File: config.mk
export PLATFORM = sky130hd
export DESIGN_NAME = imem_boot_loader
export DESIGN_NICKNAME = d
export VERILOG_FILES = /design/src/rtl/boot_pkg.sv /design/src/rtl/word_assembler.sv /design/src/rtl/imem_boot_loader.sv
export SDC_FILE = /design/constraint.sdc
export NUM_CORES = 1
export LEC_CHECK = 0
export ABC_AREA = 1
export BUFFER_PORTS_ARGS = -buffer_cell sky130_fd_sc_hd__buf_4
export CORE_MARGIN = 5
export CORE_UTILIZATION = 41
export CTS_BUF_LIST = sky130_fd_sc_hd__clkbuf_4 sky130_fd_sc_hd__clkbuf_8
export DETAILED_ROUTE_END_ITERATION = 7
export PLACE_DENSITY = 0.73
export SETUP_SLACK_MARGIN = 0.2
export SYNTH_ARGS = -nofsm -noshare
export SYNTH_HDL_FRONTEND = slang
export SYNTH_SLANG_ARGS = --single-unit
File: constraint.sdc
create_clock -name clk -period 2.3 [get_ports clk]
set_input_delay 0.46 -clock clk [delete_from_list [all_inputs] [get_ports clk]]
set_output_delay 0.46 -clock clk [all_outputs]
set_load 0.01 [all_outputs]
File: src/rtl/boot_pkg.sv
`default_nettype none
// +----------------------------------------------------------------------+
// | Module  : boot_pkg                                                   |
// | Purpose : Shared types and constants for the UART instruction-memory |
// |           boot loader.                                               |
// | Contents: boot_state_t  - loader state encoding                      |
// |           BOOT_NOP      - instruction fed to the CPU while held      |
// |           LEN_BYTES     - number of length-prefix bytes              |
// | Revision: 1.0 - initial release                                      |
// +----------------------------------------------------------------------+
package boot_pkg;

   typedef enum logic [2:0] {
      ST_RUN  = 3'd0,
      ST_LEN0 = 3'd1,
      ST_LEN1 = 3'd2,
      ST_DATA = 3'd3,
      ST_CSUM = 3'd4,
      ST_ERR  = 3'd5
   } boot_state_t;

   localparam logic [31:0] BOOT_NOP  = 32'h0000_0000;
   localparam int          LEN_BYTES = 2;

endpackage
`default_nettype wire

File: src/rtl/word_assembler.sv
`default_nettype none
// +----------------------------------------------------------------------+
// | Module  : word_assembler                                             |
// | Purpose : Packs a stream of bytes into little-endian 32-bit words.   |
// | Ports   : clk, reset      - clock, synchronous active-high reset     |
// |           clear_i         - synchronous restart of byte position     |
// |           byte_valid_i    - byte strobe                              |
// |           byte_i[7:0]     - incoming byte                            |
// |           word_valid_o    - high with the 4th byte of a word         |
// |           word_o[31:0]    - assembled word (valid with word_valid_o) |
// | Revision: 1.0 - initial release                                      |
// +----------------------------------------------------------------------+
module word_assembler (
   input  logic        clk,
   input  logic        reset,
   input  logic        clear_i,
   input  logic        byte_valid_i,
   input  logic [7:0]  byte_i,
   output logic        word_valid_o,
   output logic [31:0] word_o
);

   logic [1:0]  cnt_q;
   logic [31:0] shift_q;

   // Bytes enter at the top and move down, so after four bytes the first
   // one received sits in bits 7:0.
   always_ff @(posedge clk) begin
      if (reset || clear_i) begin
         cnt_q   <= 2'd0;
         shift_q <= 32'h0000_0000;
      end else if (byte_valid_i) begin
         cnt_q   <= cnt_q + 2'd1;
         shift_q <= {byte_i, shift_q[31:8]};
      end
   end

   // The word is presented combinationally with its 4th byte so the caller
   // can register it in the same cycle as the strobe.
   assign word_valid_o = byte_valid_i && (cnt_q == 2'd3);
   assign word_o       = {byte_i, shift_q[31:8]};

endmodule
`default_nettype wire

File: src/rtl/imem_boot_loader.sv
`default_nettype none
// +----------------------------------------------------------------------+
// | Module  : imem_boot_loader                                           |
// | Purpose : Owns the instruction-memory port. In boot mode it holds    |
// |           the CPU and writes a length-prefixed, XOR-checksummed      |
// |           image received over UART; otherwise it passes CPU fetches  |
// |           straight through to the memory.                            |
// | Ports   : clk, reset         - clock, synchronous active-high reset  |
// |           uart_on            - boot request level (rise = start)     |
// |           rx_valid, rx_data  - UART byte strobe and byte             |
// |           cpu_pc, cpu_instr  - CPU fetch address / returned instr    |
// |           mem_addr, mem_we,                                          |
// |           mem_wdata, mem_rdata - instruction-memory port             |
// |           cpu_hold           - CPU held in reset while high          |
// |           load_ok            - one-cycle pulse on accepted image     |
// |           load_err           - high while in the error state         |
// | Revision: 1.0 - initial release                                      |
// +----------------------------------------------------------------------+
module imem_boot_loader
   import boot_pkg::*;
#(
   parameter int ADDR_WIDTH = 8
) (
   input  logic                  clk,
   input  logic                  reset,
   input  logic                  uart_on,
   input  logic                  rx_valid,
   input  logic [7:0]            rx_data,
   input  logic [31:0]           cpu_pc,
   output logic [31:0]           cpu_instr,
   output logic [ADDR_WIDTH-1:0] mem_addr,
   output logic                  mem_we,
   output logic [31:0]           mem_wdata,
   input  logic [31:0]           mem_rdata,
   output logic                  cpu_hold,
   output logic                  load_ok,
   output logic                  load_err
);

   localparam logic [ADDR_WIDTH-1:0] IDX_ONE = {{(ADDR_WIDTH-1){1'b0}}, 1'b1};

   boot_state_t           state_q, state_d;
   logic                  uart_q;
   logic [15:0]           len_q, len_d;
   logic [7:0]            csum_q, csum_d;
   logic [ADDR_WIDTH-1:0] idx_q, idx_d;
   logic                  we_q, we_d;
   logic [31:0]           wdata_q, wdata_d;
   logic                  ok_q, ok_d;

   logic                  w_rise;
   logic                  w_start;
   logic                  w_byte_valid;
   logic                  w_word_valid;
   logic [31:0]           w_word;
   logic [15:0]           w_len_new;
   logic                  w_len_too_big;
   logic                  w_last_word;
   logic                  w_unused_pc;

   assign w_rise  = uart_on && !uart_q;
   // A rise is only acted on from the idle or error state; in the load
   // states uart_on is already high, so a rise there cannot occur.
   assign w_start = w_rise && ((state_q == ST_RUN) || (state_q == ST_ERR));

   // Aborting (uart_on low) takes priority over a data byte so a partial
   // word never reaches memory.
   assign w_byte_valid  = (state_q == ST_DATA) && uart_on && rx_valid;
   assign w_len_new     = {rx_data, len_q[7:0]};
   assign w_len_too_big = ({16'h0000, w_len_new} > (32'd1 << ADDR_WIDTH));
   // The previous word's index bump always lands before the next 4th byte
   // can arrive, so idx_q is the index of the word being completed.
   assign w_last_word   = (32'(idx_q) == (32'(len_q) - 32'd1));

   word_assembler u_word_assembler (
      .clk          (clk),
      .reset        (reset),
      .clear_i      (w_start),
      .byte_valid_i (w_byte_valid),
      .byte_i       (rx_data),
      .word_valid_o (w_word_valid),
      .word_o       (w_word)
   );

   always_ff @(posedge clk) begin
      if (reset) begin
         state_q <= ST_RUN;
         uart_q  <= 1'b0;
         len_q   <= 16'h0000;
         csum_q  <= 8'h00;
         idx_q   <= '0;
         we_q    <= 1'b0;
         wdata_q <= 32'h0000_0000;
         ok_q    <= 1'b0;
      end else begin
         state_q <= state_d;
         uart_q  <= uart_on;
         len_q   <= len_d;
         csum_q  <= csum_d;
         idx_q   <= idx_d;
         we_q    <= we_d;
         wdata_q <= wdata_d;
         ok_q    <= ok_d;
      end
   end

   always_comb begin
      state_d = state_q;
      len_d   = len_q;
      csum_d  = csum_q;
      // The write index advances at the end of the write cycle itself.
      idx_d   = we_q ? (idx_q + IDX_ONE) : idx_q;
      we_d    = 1'b0;
      wdata_d = wdata_q;
      ok_d    = 1'b0;

      case (state_q)
         ST_RUN: ;
         ST_LEN0: begin
            if (!uart_on) begin
               state_d = ST_ERR;
            end else if (rx_valid) begin
               len_d[7:0] = rx_data;
               csum_d     = csum_q ^ rx_data;
               state_d    = ST_LEN1;
            end
         end
         ST_LEN1: begin
            if (!uart_on) begin
               state_d = ST_ERR;
            end else if (rx_valid) begin
               len_d  = w_len_new;
               csum_d = csum_q ^ rx_data;
               if (w_len_too_big) begin
                  state_d = ST_ERR;
               end else if (w_len_new == 16'h0000) begin
                  state_d = ST_CSUM;
               end else begin
                  state_d = ST_DATA;
               end
            end
         end
         ST_DATA: begin
            if (!uart_on) begin
               state_d = ST_ERR;
            end else if (rx_valid) begin
               csum_d = csum_q ^ rx_data;
               if (w_word_valid) begin
                  we_d    = 1'b1;
                  wdata_d = w_word;
                  // Move on now so a back-to-back checksum byte is
                  // consumed in CSUM while the last write completes.
                  if (w_last_word) begin
                     state_d = ST_CSUM;
                  end
               end
            end
         end
         ST_CSUM: begin
            if (!uart_on) begin
               state_d = ST_ERR;
            end else if (rx_valid) begin
               if (rx_data == csum_q) begin
                  state_d = ST_RUN;
                  ok_d    = 1'b1;
               end else begin
                  state_d = ST_ERR;
               end
            end
         end
         ST_ERR: ;
         default: state_d = ST_ERR;
      endcase

      if (w_start) begin
         state_d = ST_LEN0;
         len_d   = 16'h0000;
         csum_d  = 8'h00;
         idx_d   = '0;
      end
   end

   assign cpu_hold  = (state_q != ST_RUN);
   assign cpu_instr = (state_q == ST_RUN) ? mem_rdata : BOOT_NOP;
   assign mem_addr  = (state_q == ST_RUN) ? cpu_pc[ADDR_WIDTH+1:2] : idx_q;
   assign mem_we    = we_q;
   assign mem_wdata = wdata_q;
   assign load_ok   = ok_q;
   assign load_err  = (state_q == ST_ERR);

   // Byte-offset and out-of-range PC bits do not select a memory word.
   assign w_unused_pc = ^{cpu_pc[31:ADDR_WIDTH+2], cpu_pc[1:0]};

endmodule
`default_nettype wire

## Word-level counts from Yosys, hierarchy flattened

Cells that the tools add are included.

- Output and inout bits: 76
- Register bits: 104
- Word-level logic and storage cells: 89
- Input port bits: 76
- Memories: 0
- Bits in writable memories: 0
- Latch bits: 0
- ROM bits: 0

- Divide/modulo/power cells: 0
- Reductions and logical operators: 22
- Add/sub/neg operators: 3
- Equality and inequality tests: 21
- Multiply operators: 0
- Bitwise operators: 7
- Mux-type cells: 23
- Magnitude comparators: 1
- Shifts and indexed selects: 0

Operators by type and width:

| operator | count |
|---|---|
| 2-to-1 mux 3 bit | 13 |
| == test 8 x 32 -> 1 bit | 1 |
| 2-to-1 mux 32 bit | 1 |
| 2-to-1 mux 8 bit | 4 |
| inequality test 4 x 3 -> 1 bit (second input constant) | 5 |
| subtractor 16 x 1 -> 17 bit (second input constant) | 1 |
| > comparator 16 x 9 -> 1 bit (second input constant) | 1 |
| zero test 16 bit | 1 |
| case mux 8 bit (2 select lines) | 1 |
| inequality test 3 bit (second input constant) | 5 |
| case mux 3 bit (5 select lines) | 1 |
| AND reduction 7 bit | 2 |
| adder 8 x 1 -> 8 bit (second input constant) | 1 |
| == test 8 bit | 1 |
| AND reduction 4 bit | 2 |
| OR reduction 4 bit | 2 |
| bitwise XOR 8 bit | 1 |
| == test 3 x 2 -> 1 bit (second input constant) | 2 |
| == test 3 bit (second input constant) | 2 |
| NOT 1 bit | 6 |
| AND reduction 3 bit | 2 |
| logical AND 1 bit | 5 |
| inequality test 4 x 2 -> 1 bit (second input constant) | 1 |
| OR reduction 2 bit | 2 |
| 11 further kinds | 14 |

## Depth between registers and ports, before layout

Gate-level depths: netlist of run 1.

- Word-level depth: 9
- Gate-level depth with buffers: 17
- Depth with buffers taken out: 17

## Hierarchy

A second synthesis of run 1 with hierarchy kept.

- Cell total of the unflattened synthesis: 762
- Area total of the unflattened synthesis: 4936.0 µm²

By module, submodules not included:

| module | cells an instance | seq. area each (µm²) | area an instance (µm²) | times used |
|---|---|---|---|---|
| imem_boot_loader | 587 | 1401.3 | 3773.6 | 1 |
| word_assembler | 175 | 520.5 | 1162.4 | 1 |

## Worst setup path before layout of run 1

Ideal clock, no wire load.

- Path type: register to register
- Start point: register len_q[0]
- End point: register state_q[0]
- Path buffers: 0
- Path slack: 525 ps
- Data required time: 2185 ps
- Cell stages (with the launch flop): 17
- Library setup time: 115 ps
- Arrival time: 1660 ps
- Clock period less this slack: 1775 ps
- Cell sequence: dfxtp_1 -> inv_1 -> ha_1 -> inv_1 -> nand2_1 -> nand2_1 -> nand2_1 -> nand2_1 -> nand2_1 -> nor2_1 -> nand3_1 -> nor2_2 -> nand3_2 -> nand2_4 -> nand3_1 -> nand2_1 -> nor2_1

- Cells in the longest elaborated chain, start to end: 7
- Elaborated cells between the ends (all ways): 12
- Classes of those cells: add/sub (1); order compare (1); eq/ne (2); mux (6); reduce/logical (2)

RTL lines:

| element | RTL line | text |
|---|---|---|
| start, declared | imem_boot_loader.sv:44 | `logic [15:0] len_q, len_d;` |
| start signal, assigned | imem_boot_loader.sv:98 | `len_q <= len_d;` |
| branches (longest 7 deep; another with subtractor 16 x 1 -> 17 bit) | -- |  |
| end signal, assigned | imem_boot_loader.sv:96 | `state_q <= state_d;` |
| end, declared | imem_boot_loader.sv:42 | `boot_state_t state_q, state_d;` |

Parallel ways; which one is timed is not known. The select of a mux whose other input is x is not followed.
A chain may end at the register's enable or synchronous reset.

## Worst setup path after layout of run 1

- Start point: register state_q[1]
- End point: output port cpu_instr[25]

- Cells in the longest elaborated chain, start to end: 2

RTL lines:

| element | RTL line | text |
|---|---|---|
| zero test 3 bit | imem_boot_loader.sv:184 | `assign cpu_instr = (state_q == ST_RUN) ? mem_rdata : BOOT_NOP;` |
| 2-to-1 mux 32 bit | imem_boot_loader.sv:184 |  |
| end, declared | imem_boot_loader.sv:30 | `output logic [31:0] cpu_instr,` |

No other way between the ends.

==> qor.csv, run 1 <==
stage;metric;value;unit
setup_path;critical_path_peak_fanout;31;
clock_network;cts_buffer_depth;2;
layout;multi_input_area;0.00235;mm2
power;swShare;39.6;%
synthesis;synth_mux_area_share;0.691;%
floorplan;fp.dieH;117;um
sta;setup_violations;0;
worst_hold_path;hold_start;reset;
setup_path;reg2regPathDepth;15;
layout;fin_nets;893;
routing;totalWireLength;12200;um
global_route;grt_pass1_wl;19300;um
routing;ant_nets;0;
sta;tns;0;ps
synthesis;synth-simple-area-share;34.4;%
placement;place_hpwl;9170;um
sta;period_needed;1990;ps
sta;post-route-period-util;86.6;%
sta;slew_violations;0;
global_route;overflow;0;
synthesis;synth_nets;772;
floorplan;fp.dieW;117;um
sta;timing.fmax;502;MHz
sta;hold_viol;0;
synthesis;yosys_warnings;0;
floorplan;start_util;41.6;%
clock_network;root_buffer;clkbuf_8;
routing;avgViaCountPerCell;4.80;
synthesis;synth_xor_area_share;3.16;%
floorplan;dieArea;0.0137;mm2
global_route;grt_use_total;17.6;%
synthesis;ys_seq_area_share;40.9;%
global_route;grt_pass1_vias;4003;
synthesis;syn_inst;693;
routing;drc;0;
layout;antenna_cells;0;
synthesis;avgSynthCellArea;6.79;um2
setup_path;reg2reg_slack;460;ps
clock_network;numCtsBuffers;9;
clock_network;clk-insertion-delay-late;370;ps
routing;wl_per_cell;12.7;um
power;power_frac_comb;47.5;%
routing;via_count;4610;
routing;first_pass_iters;4;
routing;drt_iter0_markers;190;
setup_path;worstPathArrival;1530;ps
power;p_leak;2.81;nW
synthesis;ys_ff_latch;96;
synthesis;synth_fa_ha_area_share;0.798;%
layout;area_growth;27.0;%
power;power.total;0.00537;W
setup_path;worst_setup_path_end_kind;output pin;
run;maxCapViolations;0;
synthesis;synth-compound-area-share;10.6;%
sta;grt_setup_unrepaired;false;
run_status;outcome;complete, no violations;
power;p_seq_share;33.6;%
power;p_sw;0.00213;W
sta;slew_headroom;69.8;%
clock_network;htree_levels;3;
worst_hold_path;min_path_cells;2;
placement;place.port_buffers;127;
sta;skew;16.7;ps
synthesis;synth_area;0.00470;mm2
synthesis;synthArstFlopShare;0;%
setup_path;worstReg2RegEnd;state_q[1]$_SDFFE_PP0P_;
worst_hold_path;hp-class;primary input to flop;
power;pwr-share-clk;18.9;%
placement;place_congestion;0.874;
setup_path;setup.worst_path.start_class;flop;
clock_network;cts.clk_slew.worst_paths;100;ps
layout;register_area;0.00193;mm2
floorplan;num_rows;39;
layout;fillers;1101;
synthesis;synth_flop_cell;dfxtp_1;
clock_network;cts_tree;built;
global_route;antenna_found_initial;0;
synthesis;synth_top_family_by_area;simple AND/OR/NAND/NOR gates;
clock_network;cts_hold_buf;0;
power;power_density;899;mW/mm2
clock_network;cts.sinks;96;
setup_path;worstSetupPathType;flop to output pin;
power;vdd_drop_max;1010;uV
layout;drive_gt1_share;23.5;%
worst_hold_path;whs_endpoint;mem_wdata[5]$_SDFFE_PP0P_;
floorplan;ios;152;
sta;worst_pin_slew;452;ps
floorplan;coreArea;0.0113;mm2
power;p_int;0.00324;W
global_route;grt_max_degree;35;
setup_path;critical_path.reg2reg.startpoint;len_q[0]$_SDFFE_PP0P_;
synthesis;synth_edf_count;0;
synthesis;yosysUniqueCellTypes;37;
setup_path;cp.required;1840;ps
[critical path, stage by stage (launching register included)]
cell and delay [ps]:
dfxtp_2 370, nor2_1 120, nand2_2 130, buf_12 190, nor2_1 180, buf_4 160
[area by class of cell]
cell class | count | share of cell area (%)
clock buffers | 9 | 2.07
clock inverters | 6 | 0.879
inverters | 88 | 5.61
multi-input cells | 486 | 39.3
flip-flops and latches | 96 | 32.2
well taps | 143 | 2.99
repair buffers | 133 | 16.9
[synthesized netlist by cell type (3+ instances only)]
library cell	count	share of area, %
nand4_1	3	0.40
nand3_1	53	5.6
inv_1	80	6.4
buf_2	6	0.64
a21oi_1	70	7.4
nand2_1	190	15
nor2_8	3	1.3
nor2_2	9	1.2
dfxtp_1	96	41
nor2_4	3	0.72
nor3_1	4	0.43
xor2_1	7	1.3
clkbuf_1	12	0.96
ha_1	3	0.80
xnor2_1	10	1.9
nand2_2	6	0.80
o21ai_0	23	2.4
inv_2	6	0.48
nor2_1	86	6.9
[cells in the final DEF (no fill, tap or decap), types with 2 or more instances in the layout]
master      netlist  routed
xnor2_1          10      10
mux2_2            2       2
ha_1              3       2
nand2_4           2       2
nor2_1           86      86
nor2_2            9       9
nor2_8            3       3
nor2_4            3       3
nand2_1         190     189
nand3_1          53      53
dfxtp_2           0       3
clkinv_4          1       2
nand4_1           3       3
nand3_2           2       2
nand2_2           6       7
buf_4             1     132
xor2_1            7       7
o21ai_0          23      23
inv_1            80      78
nor3_1            4       4
dfxtp_1          96      93
inv_6             0       2
a21oi_1          70      70
inv_2             6       8
clkinvlp_4        0       2
clkbuf_8          0       9
[sequential cells by signal (all words and copies together), names as in the netlist, 2 cells and up]
| register | count |
|---|---|
| u_word_assembler.shift_q | 24 |
| mem_wdata | 32 |
| len_q | 16 |
| idx_q | 8 |
| state_q | 3 |
| csum_q | 8 |
| u_word_assembler.cnt_q | 2 |
[how the worst max path moves through the flow]
stage                                  from                       to  slack [ps]  cells after the start
floorplan             len_q[0]$_SDFFE_PP0P_  state_q[0]$_SDFFE_PP0P_         520                     16
global placement      len_q[0]$_SDFFE_PP0P_  state_q[1]$_SDFFE_PP0P_         260                     15
detailed placement    len_q[0]$_SDFFE_PP0P_  state_q[1]$_SDFFE_PP0P_         230                     15
CTS                   len_q[0]$_SDFFE_PP0P_  state_q[0]$_SDFFE_PP0P_         210                     15
global route        state_q[1]$_SDFFE_PP0P_            cpu_instr[25]         210                      5
finish              state_q[1]$_SDFFE_PP0P_            cpu_instr[25]         310                      5
[power by group through the flow]
| stage | combinational (W) | clock (W) | sequential, W |
|---|---|---|---|
| 2_1_floorplan | 0.00158 | 0 | 0.00182 |
| 3_3_place_gp | 0.00249 | 0 | 0.00184 |
| 3_5_place_dp | 0.00251 | 0 | 0.00184 |
| 4_1_cts | 0.00255 | 0.00105 | 0.00180 |
| 5_1_grt | 0.00285 | 0.00111 | 0.00182 |
| 6_report | 0.00255 | 0.00102 | 0.00180 |
[repair_timing]
| action | 4_1_cts | 5_1_grt |
|---|---|---|
| resized for setup | 3 | 8 |
| endpoints found under the setup margin | 24 | 13 |
| setup buffers | 0 | 0 |
| pin swaps | 0 | 0 |
[metal layers]
layer,global-route usage (%),vias to the layer above,part of all wire (%)
met5,0,-,0
li1,-,2415,-
met2,29.6,155,46
met4,3.98,0,1.0
met1,22.9,2031,43
met3,4.58,9,10
[cell families after synthesis]
logic type                 Yosys count
xor gates and xnor gates            17
and+or+nand+nor                    366
DFF                                 96
buffers and inverters              111
adders and majority gates            3
AOI/OAI and AO/OA                   97
muxes                                3
[stage by stage]
stage                     cell area, um2  hold WS, ps  setup WS, ps  cells  util (%)
after CTS                           5960          360           213    961      52.6
after global routing                5980          369           207    961      52.8
final                               5980          378           309    961      52.8
after floorplan                     4700          438           525    693         -
after global placement              5770          448           255    946      51.0
after detailed placement            5770          456           230    946      51.0
No activity file was read; power rests on OpenSTA's default activity.
==> run 2, diff against run 1 <==
--- a/config.mk
+++ b/config.mk
@@ -6,13 +6,15 @@
 export NUM_CORES = 1
 export LEC_CHECK = 0
 export ABC_AREA = 1
-export BUFFER_PORTS_ARGS = -buffer_cell sky130_fd_sc_hd__buf_4
+export CAP_MARGIN = 10
 export CORE_MARGIN = 5
 export CORE_UTILIZATION = 41
 export CTS_BUF_LIST = sky130_fd_sc_hd__clkbuf_4 sky130_fd_sc_hd__clkbuf_8
 export DETAILED_ROUTE_END_ITERATION = 7
-export PLACE_DENSITY = 0.73
+export DONT_BUFFER_PORTS = 1
+export PLACE_DENSITY = 0.61
 export SETUP_SLACK_MARGIN = 0.2
+export SLEW_MARGIN = 20
 export SYNTH_ARGS = -nofsm -noshare
 export SYNTH_HDL_FRONTEND = slang
 export SYNTH_SLANG_ARGS = --single-unit
==> run 2 against run 1 <==
Net effect: worst setup slack gained 9.1 ps; die area is the same; clock power grew 19%; critical path depth shrank 1; sequential cell count is the same; combinational power shrank 4%; total power grew 1.9%; via count shrank 5.9%; final area shrank 10%; critical endpoint is now mem_addr[1]; highest routed layer unchanged.
==> qor.csv, run 2 (same netlist as run 1, synthesis figures left out) <==
stage;metric;value;unit
clock_network;cts.clk_slew.worst_paths;110;ps
placement;place_congestion;0.876;
sta;worst_pin_slew;434;ps
layout;final_cell_mix;nand2_1 (189), dfxtp_1 (93), nor2_1 (86), inv_1 (79), a21oi_1 (70);
run_status;outcome;complete, no violations;
floorplan;fp.dieH;117;um
global_route;grt_max_degree;49;
clock_network;root_buffer;clkbuf_8;
layout;area_growth;14.2;%
routing;ant_nets;0;
clock_network;clk-insertion-delay-late;370;ps
floorplan;fp.dieW;117;um
run;maxCapViolations;0;
sta;period_needed;1980;ps
clock_network;numCtsBuffers;9;
routing;totalWireLength;12100;um
clock_network;cts.sinks;96;
global_route;antenna_found_initial;0;
power;p_leak;2.39;nW
global_route;grt_pass1_vias;3911;
floorplan;num_rows;39;
sta;timing.fmax;505;MHz
routing;drc;0;
routing;via_count;4339;
placement;place.port_buffers;0;
placement;place_hpwl;8870;um
sta;hold_viol;0;
layout;largest_register_ffs;32;
sta;skew;9.49;ps
setup_path;worst_setup_path_end_kind;output pin;
sta;slew_headroom;71.1;%
placement;dp_cells;854;
routing;wl_per_cell;13.9;um
routing;avgViaCountPerCell;4.98;
sta;post-route-period-util;86.2;%
clock_network;htree_levels;3;
power;vdd_drop_max;674;uV
clock_network;cts_buffer_depth;2;
setup_path;critical_path_peak_fanout;25;
floorplan;coreArea;0.0113;mm2
sta;slew_violations;0;
global_route;grt_use_total;17.2;%
floorplan;start_util;41.6;%
routing;first_pass_iters;4;
layout;utilization;47.5;%
global_route;overflow;0;
clock_network;cts_tree;built;
layout;finalNonFillerCells;872;
worst_hold_path;hp-class;primary input to flop;
layout;drive_gt1_share;14.0;%
setup_path;cp.required;1840;ps
sta;grt_setup_unrepaired;false;
sta;setup_violations;0;
routing;drt_iter0_markers;197;
sta;tns;0;ps
global_route;grt_pass1_wl;18700;um
layout;final_common_cell;nand2_1;
power;power_density;1020;mW/mm2
setup_path;setup.worst_path.start_class;flop;
layout;fin_nets;803;
setup_path;worstSetupPathType;flop to output pin;
floorplan;dieArea;0.0137;mm2
layout;antenna_cells;0;
setup_path;worstPathArrival;1520;ps
floorplan;ios;152;
run 2: cell types whose count changed in the layout (fill, tap and decap cells not counted):
cell	change
buf_12	+1
buf_4	-92
bufinv_16	+1
clkbuf_16	+1
clkinv_8	+1
clkinvlp_4	-2
inv_1	+1
inv_2	-1
inv_8	+1
run 2: layout make-up:
| class | count | area, um2 |
|---|---|---|
| clock buffers | 9 | 124 |
| clock inverters | 7 | 95.1 |
| fillers | 1139 | 5950 |
| inverters | 88 | 335 |
| multi-input cells | 486 | 2350 |
| flip-flops and latches | 96 | 1930 |
| well taps | 143 | 179 |
| repair buffers | 43 | 365 |
run 2: worst max-delay path: stages, from the launching register on:
cell and delay (ps):
dfxtp_2 400, nor2_1 60, nand2_2 120, buf_12 180, mux2_2 380
run 2: metrics by stage:
stage | hold slack [ps] | area, um2 | total power (W) | worst slack, ps
6_report | 136 | 5370 | 0.00548 | 318
5_1_grt | 107 | 5370 | 0.00588 | 219
4_1_cts | 124 | 5330 | 0.00541 | 203
3_5_place_dp | 452 | 5100 | 0.00419 | 157
3_3_place_gp | 444 | 5100 | 0.00416 | 255
2_1_floorplan | 438 | 4700 | 0.00340 | 525
run 2: timing repair:
| item | CTS | global route |
|---|---|---|
| buffers inserted | 0 | 1 |
| resized for setup | 2 | 5 |
| setup endpoints to repair | 3 | 13 |
| gates cloned | 0 | 1 |
| hold buffers | 0 | 0 |
run 2: worst paths after layout:
kind | from | end | slack [ps] | cells past startpoint
min reg2reg | u_word_assembler.shift_q[14]$_SDFFE_PP0P_ | mem_wdata[6]$_SDFFE_PP0P_ | 470 | 2
min | reset | mem_wdata[5]$_SDFFE_PP0P_ | 140 | 1
max | state_q[1]$_SDFFE_PP0P_ | mem_addr[1] | 320 | 4
max reg2reg | len_q[1]$_SDFFE_PP0P_ | state_q[2]$_SDFFE_PP0P_ | 360 | 15
run 2: per-layer routing:
metal	track usage [%]	vias up	part of all wire, %
met4	5.73	0	2.0
met1	22.2	1974	44
met5	0	-	0
met2	28.0	114	47
met3	4.47	19	7.0
li1	-	2232	-
run 2: power by group:
part,switching (W),internal [W],total [W]
registers,0.0000749,0.00173,0.00181
clock network,0.000675,0.000537,0.00121
logic,0.00140,0.00105,0.00245
total,0.00215,0.00332,0.00548
